### src/rtl/imm_encoder_pkg.sv
// Shared types and constants for the immediate encoder.
//   immsrc_e     : immediate format selector (I/S/B/J)
//   IMM_W_*      : signed range width of each format's immediate
//   req_t        : request captured by stage 1
//   fits_signed(): true when a 32-bit value is representable in w signed bits
package imm_encoder_pkg;

  typedef enum logic [1:0] {
    IMM_I = 2'b00,
    IMM_S = 2'b01,
    IMM_B = 2'b10,
    IMM_J = 2'b11
  } immsrc_e;

  localparam int unsigned IMM_W_I = 12;
  localparam int unsigned IMM_W_S = 12;
  localparam int unsigned IMM_W_B = 13;
  localparam int unsigned IMM_W_J = 21;

  typedef struct packed {
    immsrc_e     src;
    logic [31:0] imm;
    logic [31:0] base;
  } req_t;

  // A value fits in w signed bits when bits [31:w-1] are all copies of the sign.
  function automatic logic fits_signed(logic [31:0] v, int unsigned w);
    logic [31:0] hi;
    hi = $unsigned($signed(v) >>> (w - 1));
    return (hi == '0) || (hi == '1);
  endfunction

endpackage

### src/rtl/imm_encoder_if.sv
// Request/response bundle of the immediate encoder.
//   in_valid/in_ready   : request handshake
//   immsrc, imm, base   : format, signed immediate, instruction template
//   out_valid/out_ready : result handshake
//   instr, err          : encoded instruction, out-of-range flag
//   err_cnt             : saturating count of delivered results with err set
// master = producer/consumer side, slave = encoder side.
interface imm_encoder_if #(parameter int ERR_CNT_W = 8);
  logic                 in_valid;
  logic                 in_ready;
  logic [1:0]           immsrc;
  logic [31:0]          imm;
  logic [31:0]          base;
  logic                 out_valid;
  logic                 out_ready;
  logic [31:0]          instr;
  logic                 err;
  logic [ERR_CNT_W-1:0] err_cnt;

  modport master (
    output in_valid, immsrc, imm, base, out_ready,
    input  in_ready, out_valid, instr, err, err_cnt
  );

  modport slave (
    input  in_valid, immsrc, imm, base, out_ready,
    output in_ready, out_valid, instr, err, err_cnt
  );
endinterface

### src/rtl/imm_range_check.sv
// Combinational range check: flags an immediate that the selected format
// cannot represent (sign range, plus even-alignment for B and J).
//   imm_i    : signed immediate
//   immsrc_i : format
//   err_o    : 1 when not representable
module imm_range_check
  import imm_encoder_pkg::*;
(
  input  logic [31:0] imm_i,
  input  immsrc_e     immsrc_i,
  output logic        err_o
);

  always_comb begin
    err_o = 1'b0;
    case (immsrc_i)
      IMM_I:   err_o = !fits_signed(imm_i, IMM_W_I);
      IMM_S:   err_o = !fits_signed(imm_i, IMM_W_S);
      IMM_B:   err_o = !fits_signed(imm_i, IMM_W_B) || imm_i[0];
      IMM_J:   err_o = !fits_signed(imm_i, IMM_W_J) || imm_i[0];
      default: err_o = 1'b0;
    endcase
  end

endmodule

### src/rtl/imm_encoder.sv
// Two-stage immediate encoder: packs a signed immediate into the I/S/B/J
// bit positions of an instruction template.
//   clk, rst_n : clock, async active-low reset
//   bus        : imm_encoder_if slave (request in, result out, err_cnt)
// Stage 1 holds the accepted request and evaluates its range; stage 2 holds
// the packed instruction and err until the consumer takes them.
module imm_encoder
  import imm_encoder_pkg::*;
#(
  parameter int ERR_CNT_W = 8
) (
  input  logic clk,
  input  logic rst_n,
  imm_encoder_if.slave bus
);

  req_t                 s1_q, s1_d;
  logic                 s1_valid_q, s1_valid_d;
  logic                 out_valid_q, out_valid_d;
  logic [31:0]          instr_q, instr_d;
  logic                 err_q, err_d;
  logic [ERR_CNT_W-1:0] err_cnt_q, err_cnt_d;

  logic        s2_load, s1_adv, accept, s1_err;
  logic [31:0] packed_w;

  imm_range_check u_range (
    .imm_i    (s1_q.imm),
    .immsrc_i (s1_q.src),
    .err_o    (s1_err)
  );

  // Stage 2 frees up whenever it is empty or being drained this cycle, so
  // in_ready sees out_ready combinationally and full rate is kept.
  assign s2_load  = !out_valid_q || bus.out_ready;
  assign s1_adv   = s1_valid_q && s2_load;
  assign accept   = bus.in_valid && bus.in_ready;

  assign bus.in_ready  = !s1_valid_q || s1_adv;
  assign bus.out_valid = out_valid_q;
  assign bus.instr     = instr_q;
  assign bus.err       = err_q;
  assign bus.err_cnt   = err_cnt_q;

  // Only immediate fields are overwritten; out-of-range values are truncated.
  always_comb begin
    packed_w = s1_q.base;
    case (s1_q.src)
      IMM_I: packed_w[31:20] = s1_q.imm[11:0];
      IMM_S: begin
        packed_w[31:25] = s1_q.imm[11:5];
        packed_w[11:7]  = s1_q.imm[4:0];
      end
      IMM_B: begin
        packed_w[31]    = s1_q.imm[12];
        packed_w[30:25] = s1_q.imm[10:5];
        packed_w[11:8]  = s1_q.imm[4:1];
        packed_w[7]     = s1_q.imm[11];
      end
      IMM_J: begin
        packed_w[31]    = s1_q.imm[20];
        packed_w[30:21] = s1_q.imm[10:1];
        packed_w[20]    = s1_q.imm[11];
        packed_w[19:12] = s1_q.imm[19:12];
      end
      default: packed_w = s1_q.base;
    endcase
  end

  always_comb begin
    s1_d        = s1_q;
    s1_valid_d  = s1_valid_q;
    out_valid_d = out_valid_q;
    instr_d     = instr_q;
    err_d       = err_q;
    err_cnt_d   = err_cnt_q;

    if (accept) begin
      s1_d.src   = immsrc_e'(bus.immsrc);
      s1_d.imm   = bus.imm;
      s1_d.base  = bus.base;
      s1_valid_d = 1'b1;
    end else if (s1_adv) begin
      s1_valid_d = 1'b0;
    end

    // Data is only replaced by a real stage-1 entry; an empty load just drops valid.
    if (s2_load) begin
      out_valid_d = s1_valid_q;
      if (s1_valid_q) begin
        instr_d = packed_w;
        err_d   = s1_err;
      end
    end

    if (out_valid_q && bus.out_ready && err_q && !(&err_cnt_q))
      err_cnt_d = err_cnt_q + ERR_CNT_W'(1);
  end

  always_ff @(posedge clk or negedge rst_n) begin
    if (!rst_n) begin
      s1_q        <= '0;
      s1_valid_q  <= 1'b0;
      out_valid_q <= 1'b0;
      instr_q     <= '0;
      err_q       <= 1'b0;
      err_cnt_q   <= '0;
    end else begin
      s1_q        <= s1_d;
      s1_valid_q  <= s1_valid_d;
      out_valid_q <= out_valid_d;
      instr_q     <= instr_d;
      err_q       <= err_d;
      err_cnt_q   <= err_cnt_d;
    end
  end

endmodule

### src/flat_wrapper.sv
// flat-port wrapper written by rule: the top's interface ports become plain ports
module imm_encoder_flat import imm_encoder_pkg::*;
#(
  parameter int ERR_CNT_W = 8
)
  (clk, rst_n, bus_in_valid, bus_immsrc, bus_imm, bus_base, bus_out_ready, bus_in_ready, bus_out_valid, bus_instr, bus_err, bus_err_cnt);
  imm_encoder_if #(.ERR_CNT_W(ERR_CNT_W)) bus_i ();
  input  logic clk;
  input  logic rst_n;
  input wire logic [$bits(bus_i.in_valid)-1:0] bus_in_valid;
  input wire logic [$bits(bus_i.immsrc)-1:0] bus_immsrc;
  input wire logic [$bits(bus_i.imm)-1:0] bus_imm;
  input wire logic [$bits(bus_i.base)-1:0] bus_base;
  input wire logic [$bits(bus_i.out_ready)-1:0] bus_out_ready;
  output wire logic [$bits(bus_i.in_ready)-1:0] bus_in_ready;
  output wire logic [$bits(bus_i.out_valid)-1:0] bus_out_valid;
  output wire logic [$bits(bus_i.instr)-1:0] bus_instr;
  output wire logic [$bits(bus_i.err)-1:0] bus_err;
  output wire logic [$bits(bus_i.err_cnt)-1:0] bus_err_cnt;
  assign bus_i.in_valid = bus_in_valid;
  assign bus_i.immsrc = bus_immsrc;
  assign bus_i.imm = bus_imm;
  assign bus_i.base = bus_base;
  assign bus_i.out_ready = bus_out_ready;
  assign bus_in_ready = bus_i.in_ready;
  assign bus_out_valid = bus_i.out_valid;
  assign bus_instr = bus_i.instr;
  assign bus_err = bus_i.err;
  assign bus_err_cnt = bus_i.err_cnt;
  imm_encoder #(.ERR_CNT_W(ERR_CNT_W)) u_core (.clk(clk), .rst_n(rst_n), .bus(bus_i));
endmodule
### config.mk
export PLATFORM = sky130hd
export DESIGN_NAME = imm_encoder_flat
export DESIGN_NICKNAME = d
export VERILOG_FILES = /design/src/rtl/imm_encoder_pkg.sv /design/src/rtl/imm_encoder_if.sv /design/src/rtl/imm_range_check.sv /design/src/rtl/imm_encoder.sv /design/src/flat_wrapper.sv
export SDC_FILE = /design/constraint.sdc
export NUM_CORES = 1
export LEC_CHECK = 0
export BUFFER_PORTS_ARGS = -buffer_cell sky130_fd_sc_hd__buf_2
export CAP_MARGIN = 20
export CORE_MARGIN = 1.5
export CORE_UTILIZATION = 47
export DETAILED_ROUTE_END_ITERATION = 6
export PLACE_DENSITY = 0.85
export SLEW_MARGIN = 20
export SYNTH_ARGS = -nofsm -noshare
export SYNTH_HDL_FRONTEND = slang
export SYNTH_HIERARCHICAL = 1
export SYNTH_SLANG_ARGS = --single-unit
### constraint.sdc
create_clock -name clk -period 1.7 [get_ports clk]
set_input_delay 0.085 -clock clk [delete_from_list [all_inputs] [get_ports clk]]
set_output_delay 0.085 -clock clk [all_outputs]
set_load 0.05 [all_outputs]
# After elaboration in Yosys (flattened, before gate mapping)
# Cells that the tools add are included.
# W data, S select, Z words.
# op_classes
mux	7
eq_ne	6
n_addsub	1
reduce_logical	26
# ops
op	count
$eq A32 B32 Y1 const B	3
$logic_not A32 Y1	3
$pmux W7 S3	1
$pmux W5 S2	2
$add A8 B1 Y8 const B	1
$mux W8	1
$reduce_and A8 Y1	1
$logic_or A1 B1 Y1	7
$logic_not A1 Y1	6
$logic_and A1 B1 Y1	5
$eq A2 B2 Y1 const B	2
$pmux W1 S3	1
$eq A2 B1 Y1 const B	1
$logic_not A2 Y1	1
$mux W1	2
$reduce_and A2 Y1	1
$reduce_bool A2 Y1	1
$reduce_or A2 Y1	1
# word_totals
wordCells	48
inputBits	70
ff_bits	102
output_inout_bits	43

# Logic depth before layout (Yosys ltp)
# Gate-level depths: netlist of run 1.
# logic_depth
word_depth	6
mapped_depth	6
mapped_depth_nobuf	6

# By module
# The synthesis of run 1 kept the hierarchy.
# modules_own_cells
module	area_each_um2	seq_area_each_um2	instances	cells_per_inst
imm_encoder	4227.8	2552.4	1	305
imm_range_check	130.1	0.0	1	20

# Least setup slack after synthesis of run 1
# No wires, ideal clock.
# synth_timing
path_type	flip-flop to flip-flop
start	register u_core.out_valid_q, in the netlist u_core/bus.out_valid
end	register u_core/s1_q[18] (netlist name)
period_less_slack_ns	2.017
t_required_ns	1.575
arrival_ns	1.892
stages_incl_launch_ff	6
path_buffers	2
setup_ns	0.125
slack_ns	-0.317
cell_sequence	dfrtp_1 > nand3b_2 > nand2_2 > buf_6 > buf_12 > mux2_4
# synth_via
elab_chain_len	5
# synth_rtl
element	line_no	rtl
from (decl)	imm_encoder.sv:19	logic out_valid_q, out_valid_d;
from (signal assigned)	imm_encoder.sv:111	out_valid_q <= out_valid_d;
$logic_not A1 Y1	imm_encoder.sv:35	assign s2_load = !out_valid_q || bus.out_ready;
$logic_or A1 B1 Y1	imm_encoder.sv:35	
$logic_and A1 B1 Y1	imm_encoder.sv:36	assign s1_adv = s1_valid_q && s2_load;
$logic_or A1 B1 Y1	imm_encoder.sv:39	assign bus.in_ready = !s1_valid_q || s1_adv;
via bus_in_ready	flat_wrapper.sv:15	output wire logic [$bits(bus_i.in_ready)-1:0] bus_in_ready;
$logic_and A1 B1 Y1	imm_encoder.sv:37	assign accept = bus.in_valid && bus.in_ready;
to (signal assigned)	imm_encoder.sv:102	s1_q <= '0;
to (signal assigned)	imm_encoder.sv:109	s1_q <= s1_d;
to (decl)	imm_encoder.sv:17	req_t s1_q, s1_d;
# The timed path passes the listed nets, and every way through them passes these cells.
# A chain may end at the register's enable or synchronous reset.

# Final worst setup path of run 1
# layout_timing
start	register u_core/s1_q[59] (netlist name)
end	register u_core.err_q, in the netlist u_core/bus.err
# layout_via
elab_chain_len	5
elab_cells_between_ends	15
classes_between	eq/ne (3); mux (1); reduce/logical (11)
# layout_rtl
element	line_no	rtl
$eq A32 B32 Y1 or $logic_not A32 Y1 (tied branches)	imm_encoder_pkg.sv:30	return (hi == '0) || (hi == '1);
$logic_or A1 B1 Y1	imm_encoder_pkg.sv:30	
$logic_not A1 Y1, on equally long branches	imm_range_check.sv:20, imm_range_check.sv:19	
$logic_or A1 B1 Y1, on equally long branches	imm_range_check.sv:20, imm_range_check.sv:19	
$pmux W1 S3 *	imm_range_check.sv:16	case (immsrc_i)
via u_core.s1_err	imm_encoder.sv:24	logic s2_load, s1_adv, accept, s1_err;
to (signal assigned)	imm_encoder.sv:113	err_q <= err_d;
to (decl)	imm_encoder.sv:21	logic err_q, err_d;
# The timed path passes the listed nets; every way through them passes the cells marked *.

==> results.txt, run 1 <==
Reg area = 0.00256 sq mm
Final nets = 577
Largest family of logic cells by synthesized area = multiplexers
Post-synthesis mux area share = 22.3%
Final period util = 99.5%
Clock Pin Slew Worst Setup and Hold Paths = 0.10 ns
Post-detailed-route via-to-cell ratio = 5.17
Number of setup violations in the final report = 0
P per Cell Area = 1280 mW/mm^2
Reg power frac = 43.7%
Max-cap viol count = 0
Total grt overflow = 0
Cell Int Power = 4.59 mW
Top cells by count, synth = dfrtp_1 (102), mux2_2 (64), nand2_1 (28)
Post-synth EDFFs = 0
Ys async rst share = 100%
Clock Latency Late Sink = 0.36 ns
Ys flop type = dfrtp_1
Die width = 99.3 microns
Pin count of the biggest net entering global routing = 60
Antenna violations before repair = 0
Design Area, Final = 0.00594 sq mm
Area added between synthesis and finish = 36.3%
Complex-gate fraction of the synthesized area = 5.63%
Actual slew at the worst max-slew pin = 0.529 ns
CTS sink cnt = 102
Area taken by multi-input logic gates = 0.00175 sq mm
Cells after synthesis = 325
Rows = 34
Final hold violation count = 0
Root buf cell = clkbuf_8
Clock power frac = 21.2%
Synth area leaders = dfrtp_1 (59%), mux2_2 (17%), mux2_4 (3.4%)
Unrepaired setup endpoints after global routing = true
CTS tree = done
Synth unique cells = 36
Yosys warns = 6
Hold path start = bus_out_ready
Final wirelength = 9740 microns
Min cycle time layout = 1.69 ns
CTS Buffer Depth = 2
Routed Antenna Nets = 0
Met1 Routed Length = 4300 microns
Hold crit path type = input pin to register
Core area = 0.00885 sq mm
Worst Path Arrival = 1.93 ns
Yosys reg bits = 102
GRT Overall Usage = 20.9%
CP Max Fanout = 3
Max Clk Rate = 591 MHz
Slew Limit Fails = 0
Post-Place Cells = 535
Status = finished clean
Final Skew = 0.0129 ns
Switch share = 39.6%
Critical path class = register to register
Synth Area in Adders = 2.01%
CP Capture Type = register
Count leader, synth = dfrtp_1
Power share of the combinational group = 35.1%
Vias = 3,171
I/O pins = 113
Leak = 2.72 nW
H-tree lvl count = 3
Netlist Area Pre-Place = 0.00436 sq mm
CP startpoint kind = register
DR WL/cell = 15.9 microns
Die height = 99.3 microns
Worst rel slew slack = 64.8%
Proportion of layout cells with a drive suffix above 1 = 45.1%
Initial Util = 49.3%
Simple-gate share of the synthesized area = 8.84%
IO Port Bufs = 105
Final Non-Filler Cells = 613
Largest area contributor in the netlist = dfrtp_1
DRC errors left = 0
Flop2flop setup slack = 0.009 ns
Post-DP Area = 0.00507 sq mm
First-pass GRT wire length = 16,200 microns
CP Launch Point = u_core/s1_q[59]
Worst EP required = 1.94 ns
Final HPWL DP = 6380 microns
# fillers = 643
Top cell type's share of synthesized area = 58.6%
Seq/Total Area, Yosys = 58.6%
Vias in the first global route = 3,459
WL met2 = 4840 microns
N_diodes = 0
Placer Congestion = 0.814
Xor/xnor cell area share of the yosys netlist = 0.201%
DIE AREA = 0.00986 sq mm
DR pass1 iterations = 4
Synthesized net count = 402
Max layer used = met4
Met3 WL = 546 microns
Tot Pwr = 7.61 mW
Initial DRC Count = 75
Worst R2R Start = u_core/s1_q[59]
CTS Buf Count = 9
Avg Cell Area, Syn = 13.4 sq um
Psw = 3.02 mW
Max IR drop VDD = 919 uV
-- worst paths after layout --
check,end,cells past startpoint
max reg2reg,u_core/bus.err,6
min in group asynchronous,u_core/bus.instr[21],2
max in group asynchronous,u_core/s1_q[55],3
min reg2reg,u_core/bus.instr[20],2
max,u_core/bus.err,6
min,u_core/bus.out_valid,3
-- routing by layer --
layer / track usage [%] / vias up
li1: - / 1508
met2: 36.3 / 101
met4: 4.33 / 0
met3: 4.92 / 8
met1: 26.8 / 1554
met5: 0 / -
-- power by group through the flow --
stage	registers (mW)	logic, mW	clock network (mW)
2_1_floorplan	4.34	0.845	0
3_3_place_gp	3.32	2.49	0
3_5_place_dp	3.37	2.55	0
4_1_cts	3.32	2.67	1.67
5_1_grt	3.40	2.85	1.77
6_report	3.33	2.67	1.61
-- layout make-up --
cell class	count	area share, %
sequential	102	43.2
multi-input combinational	207	29.5
timing repair buffer	177	21.2
tap	108	2.28
clock buffer	9	2.09
clock inverter	7	1.54
inverter	3	0.190
-- sequential cells by signal, summed over array words and instances (netlist names) --
name,count
u_core/s1_valid_q,1
u_core/bus.err_cnt,8
u_core/bus.err,1
u_core/s1_q,52
u_core/bus.instr,32
u_core/packed_w,7
u_core/bus.out_valid,1
-- per-stage QoR --
stage          utilization (%)  setup slack (ns)  setup TNS (ns)  hold WS, ns
6_report                  67.1           0.00910               0       0.0706
5_1_grt                   67.1           -0.0726         -0.0726       0.0619
4_1_cts                   67.0           0.00622               0       0.0504
3_5_place_dp              57.4           -0.0225         -0.0225       0.0824
3_3_place_gp              57.4            0.0425               0       0.0771
2_1_floorplan                -           0.00415               0       -0.211
-- worst max-delay path, stage by stage, from the launching register on --
cell	delay, ns
dfrtp_1	0.41
nor4_2	0.29
nand3_1	0.17
and3_1	0.21
o21ai_1	0.12
o311ai_1	0.10
mux2_2	0.27
-- placed cells by master, fill, tap and decap left out, drive strengths merged, types with 3 or more instances in the layout --
master and n:
nor2 6, a22oi 6, nor4 6, mux2i 8
nand2b 3, nand3 7, inv 7, buf 116
clkbuf 9, a21oi 7, nor3 3, dlygate4sd3 61
o21a 4, nand4 6, mux2 76, o21ai 22
nor2b 4, ha 7, nand2 30, dfrtp 102
-- cells by family after synthesis --
family / after synthesis
AO/OA/AOI/OAI: 42
XOR/XNOR: 1
adder cells (fa/ha/maj): 7
buffers and inverters: 16
flip-flops: 102
multiplexers: 84
AND/OR/NAND/NOR: 73
-- what timing repair did --
item	4_1_cts	5_1_grt
buffers inserted	1	0
endpoints found under the setup margin	1	1
endpoints found under the hold margin	93	0
hold buffers	61	0
resized for setup	4	2
pin swaps	2	1
Power figures use the tool's default switching activity.
==> run 2, diff against run 1 <==
--- a/config.mk
+++ b/config.mk
@@ -8,9 +8,9 @@
 export BUFFER_PORTS_ARGS = -buffer_cell sky130_fd_sc_hd__buf_2
 export CAP_MARGIN = 20
 export CORE_MARGIN = 1.5
-export CORE_UTILIZATION = 47
+export CORE_UTILIZATION = 25
 export DETAILED_ROUTE_END_ITERATION = 6
-export PLACE_DENSITY = 0.85
+export PLACE_DENSITY = 0.55
 export SLEW_MARGIN = 20
 export SYNTH_ARGS = -nofsm -noshare
 export SYNTH_HDL_FRONTEND = slang
==> results.txt, run 2 (synthesized netlist as in run 1, its figures left out) <==
CTS sink cnt = 102
Final period util = 98.5%
Min Hold Slack = 0.0795 ns
CP Max Fanout = 3
DR pass1 iterations = 4
N_diodes = 0
Max IR drop VDD = 562 uV
Leak = 2.81 nW
Hold depth = 3
Initial Util = 25.4%
Actual slew at the worst max-slew pin = 0.532 ns
Final wirelength = 10,600 microns
CP Capture Type = register
Unrepaired setup endpoints after global routing = true
IO Port Bufs = 105
Worst Path Arrival = 1.91 ns
CTS tree = done
Hold path start = bus_out_ready
Vias = 3,176
Clock Pin Slew Worst Setup and Hold Paths = 0.07 ns
CTS Buf Count = 9
Min cycle time layout = 1.68 ns
CP max stage cell = or3_4
DR WL/cell = 14.4 microns
Buf/Inv on CP = 0
CP Launch Point = u_core/s1_q[58]
Post-detailed-route via-to-cell ratio = 4.32
Reg2Reg Depth = 6
Die height = 135 microns
Hold crit path type = input pin to register
Proportion of layout cells with a drive suffix above 1 = 45.6%
Rows = 48
Critical path class = register to register
I/O pins = 113
Final HPWL DP = 7480 microns
Worst rel slew slack = 64.5%
Worst EP required = 1.94 ns
CTS Buffer Depth = 2
Placer Congestion = 0.709
Pin count of the biggest net entering global routing = 42
P per Cell Area = 1320 mW/mm^2
Max reg flops = 52
Die width = 135 microns
Root buf cell = clkbuf_16
Biggest register = u_core/s1_q
Status = finished clean
Vias in the first global route = 3,309
Clock Latency Late Sink = 0.35 ns
Max Clk Rate = 597 MHz
Worst R2R Start = u_core/s1_q[58]
Total grt overflow = 0
Commonest non-fill, non-tap cells in the layout = buf_2 (104), dfrtp_1 (93), mux2_2 (64)
Antenna violations before repair = 0
Routed Antenna Nets = 0
Slew Limit Fails = 0
DRC errors left = 0
Commonest non-fill, non-tap cell in the layout = buf_2
Worst setup margin = 0.0249 ns
Final Non-Filler Cells = 736
Final nets = 585
Pre-CTS WS = -0.0496 ns
H-tree lvl count = 3
Worst r2r dst = u_core/bus.err
CP startpoint kind = register
Core area = 0.0172 sq mm
Post-Place Cells = 658
Critical-path cell list = nand4_1 > or3_4 > and3_1 > o21ai_1 > o311ai_1 > mux2_2
Initial DRC Count = 75
Area added between synthesis and finish = 43.6%
Max-cap viol count = 0
Number of setup violations in the final report = 0
Final hold violation count = 0
Hold path endpoint = u_core/s1_valid_q
GRT Overall Usage = 12.2%
Crit-path leading delay family = simple AND/OR/NAND/NOR gates
DIE AREA = 0.0182 sq mm
First-pass GRT wire length = 16,900 microns
Flop2flop setup slack = 0.02 ns
Final Skew = 0.00373 ns
Crit-path max cell delay = 0.42 ns
run 2: per-stage QoR:
step	setup TNS (ns)	util (%)	cell area, sq um	power [mW]
after floorplan	0	-	4390	5.19
after global placement	-0.0540	30.8	5290	5.92
after detailed placement	-0.0496	30.8	5290	6.01
after CTS	0	36.4	6250	8.40
after global routing	-0.0618	36.4	6260	8.73
final	0	36.4	6260	8.26
run 2: power breakdown:
part           internal (mW)  leakage (nW)  switching (mW)
registers               2.95          1.19           0.371
logic                  0.973          1.46            1.76
clock network           1.31         0.150           0.899
total                   5.23          2.81            3.03
run 2: worst min-delay path: stages:
cell,delay [ns]
buf_2,0.10
nand3b_4,0.14
nand2b_1,0.06
run 2: how the worst max path moves through the flow:
| stage | endpoint | cells past startpoint | slack, ns |
|---|---|---|---|
| after detailed placement | u_core/bus.err | 6 | -0.05 |
| after global routing | u_core/bus.err | 6 | -0.06 |
| after CTS | u_core/bus.err | 6 | 0.01 |
| after global placement | u_core/bus.err | 6 | -0.05 |
| final | u_core/bus.err | 6 | 0.02 |
| after floorplan | u_core/bus.err_cnt[1] | 5 | 0.004 |
run 2: final cells by class:
type | count | area (sq um)
timing repair buffer | 185 | 1340
clock inverter | 4 | 72.6
fill | 1729 | 10900
multi-input combinational | 207 | 1750
inverter | 3 | 11.3
tap | 225 | 282
clock buffer | 10 | 239
sequential | 102 | 2560
run 2: per-layer routing:
metal,wire (microns),global-route usage [%],up-vias
met5,0,0,-
li1,-,-,1520
met4,162,4.66,0
met2,5280,20.3,60
met1,4820,15.5,1585
met3,347,2.82,11
run 2: repair_timing:
item,CTS,global route
hold buffers,61,0
pin swaps,5,3
setup endpoints to repair,1,1
gates resized for setup,4,1
hold endpoints to repair,92,0
setup buffers,3,0
==> run 3, diff against run 2 <==
--- a/config.mk
+++ b/config.mk
@@ -8,9 +8,11 @@
 export BUFFER_PORTS_ARGS = -buffer_cell sky130_fd_sc_hd__buf_2
 export CAP_MARGIN = 20
 export CORE_MARGIN = 1.5
-export CORE_UTILIZATION = 25
+export CORE_UTILIZATION = 47
 export DETAILED_ROUTE_END_ITERATION = 6
-export PLACE_DENSITY = 0.55
+export MAX_ROUTING_LAYER = met4
+export PLACE_DENSITY = 0.85
+export SKIP_LAST_GASP = 1
 export SLEW_MARGIN = 20
 export SYNTH_ARGS = -nofsm -noshare
 export SYNTH_HDL_FRONTEND = slang
==> results.txt, run 3 (synthesized netlist as in run 1, its figures left out) <==
Vias = 3,162
Flop2flop setup slack = 0.01 ns
Min Hold Slack = 0.0700 ns
Commonest non-fill, non-tap cells in the layout = buf_2 (104), dfrtp_1 (93), mux2_2 (64)
Initial Util = 49.3%
Worst R2R Start = u_core/s1_q[59]
Biggest register = u_core/s1_q
Final hold violation count = 0
Antenna violations before repair = 0
Die height = 99.3 microns
Worst Path Arrival = 1.93 ns
Max-cap viol count = 0
Status = finished clean
CP Capture Type = register
P per Cell Area = 1280 mW/mm^2
CTS Buffer Depth = 2
Hold path start = bus_out_ready
Tot Pwr = 7.61 mW
Leak = 2.72 nW
Area added between synthesis and finish = 36.3%
I/O pins = 113
Switch share = 39.6%
Reg2Reg Depth = 6
# fillers = 643
GRT Overall Usage = 21.5%
Worst setup margin = 0.0112 ns
Unrepaired setup endpoints after global routing = true
First-pass GRT wire length = 16,200 microns
Post-detailed-route via-to-cell ratio = 5.16
Critical path class = register to register
Slew Limit Fails = 0
DR WL/cell = 15.9 microns
Worst EP required = 1.94 ns
Final HPWL DP = 6380 microns
CTS sink cnt = 102
Hold depth = 3
Min cycle time layout = 1.69 ns
Clock Latency Late Sink = 0.36 ns
Power share of the combinational group = 35.2%
Commonest non-fill, non-tap cell in the layout = buf_2
Reg power frac = 43.7%
DIE AREA = 0.00986 sq mm
Initial DRC Count = 72
Final nets = 577
Rows = 34
Proportion of layout cells with a drive suffix above 1 = 45.1%
Hold path endpoint = u_core/bus.out_valid
Final wirelength = 9730 microns
Pin count of the biggest net entering global routing = 60
Routed Antenna Nets = 0
Clock Pin Slew Worst Setup and Hold Paths = 0.10 ns
Final setup TNS = 0 ns
IO Port Bufs = 105
CTS tree = done
Clock power frac = 21.1%
DRC errors left = 0
Hold crit path type = input pin to register
Cell Int Power = 4.59 mW
Final Skew = 0.0132 ns
H-tree lvl count = 3
Final Non-Filler Cells = 613
CTS Buf Count = 9
Number of setup violations in the final report = 0
Core area = 0.00885 sq mm
Max reg flops = 52
Max Clk Rate = 592 MHz
Actual slew at the worst max-slew pin = 0.512 ns
Root buf cell = clkbuf_8
Design Area, Final = 0.00594 sq mm
Post-DP Area = 0.00507 sq mm
N_diodes = 0
CP startpoint kind = register
DR pass1 iterations = 4
Post-Place Cells = 535
Worst r2r dst = u_core/bus.err
Psw = 3.01 mW
Worst rel slew slack = 65.9%
Total grt overflow = 0
Max IR drop VDD = 917 uV
Pre-CTS WS = -0.0225 ns
Final period util = 99.3%
CP Max Fanout = 3
Layout Utilization = 67.1%
Placer Congestion = 0.826
Die width = 99.3 microns
Vias in the first global route = 3,465
==> run 3: changes by cell type in the layout (fill, tap and decap cells not counted), sizes merged <==
cell and change:
buf -8, inv +4, bufinv -1, clkbuf -1, clkinv +1, clkinvlp -1
==> run 3: worst max path at each step <==
stage	start	to	slack (ns)	cells past startpoint
2_1_floorplan	u_core/bus.err_cnt[0]	u_core/bus.err_cnt[1]	0.004	5
3_3_place_gp	u_core/s1_q[59]	u_core/bus.err	0.04	6
3_5_place_dp	u_core/s1_q[54]	u_core/bus.err	-0.02	6
4_1_cts	u_core/s1_q[58]	u_core/bus.err	0.006	6
5_1_grt	u_core/s1_q[59]	u_core/bus.err	-0.07	6
6_report	u_core/s1_q[59]	u_core/bus.err	0.01	6
==> run 3: routing by layer <==
layer	up-vias	global-route usage [%]	routed length (microns)
met3	6	4.36	501
met5	-	-	0
li1	1509	-	-
met1	1543	27.2	4380
met2	104	36.2	4810
met4	0	4.33	46
==> run 3: timing repair <==
action / CTS / global route
endpoints found under the setup margin: 1 / 1
pin swaps: 2 / 1
hold buffers: 61 / 0
hold endpoints to repair: 93 / 0
gates resized for setup: 4 / 2
buffers inserted: 1 / 0
==> run 3: area by class of cell <==
type	instances	area [sq um]	share of cell area, %
multi-input combinational	207	1750	29.5
clock buffer	9	124	2.09
sequential	102	2560	43.2
timing repair buffer	177	1260	21.2
inverter	3	11.3	0.190
clock inverter	7	91.3	1.54
tap	108	135	2.28
==> run 3: power groups by stage <==
stage	sequential [mW]	clock (mW)	combinational, mW
finish	3.32	1.61	2.67
global route	3.40	1.77	2.85
CTS	3.32	1.67	2.67
detailed placement	3.37	0	2.55
global placement	3.32	0	2.49
floorplan	4.34	0	0.845
==> run 3: critical path: stages (launching register included) <==
cell,delay [ns]
dfrtp_1,0.41
nor4_2,0.29
nand3_1,0.17
and3_1,0.21
o21ai_1,0.12
o311ai_1,0.10
mux2_2,0.27
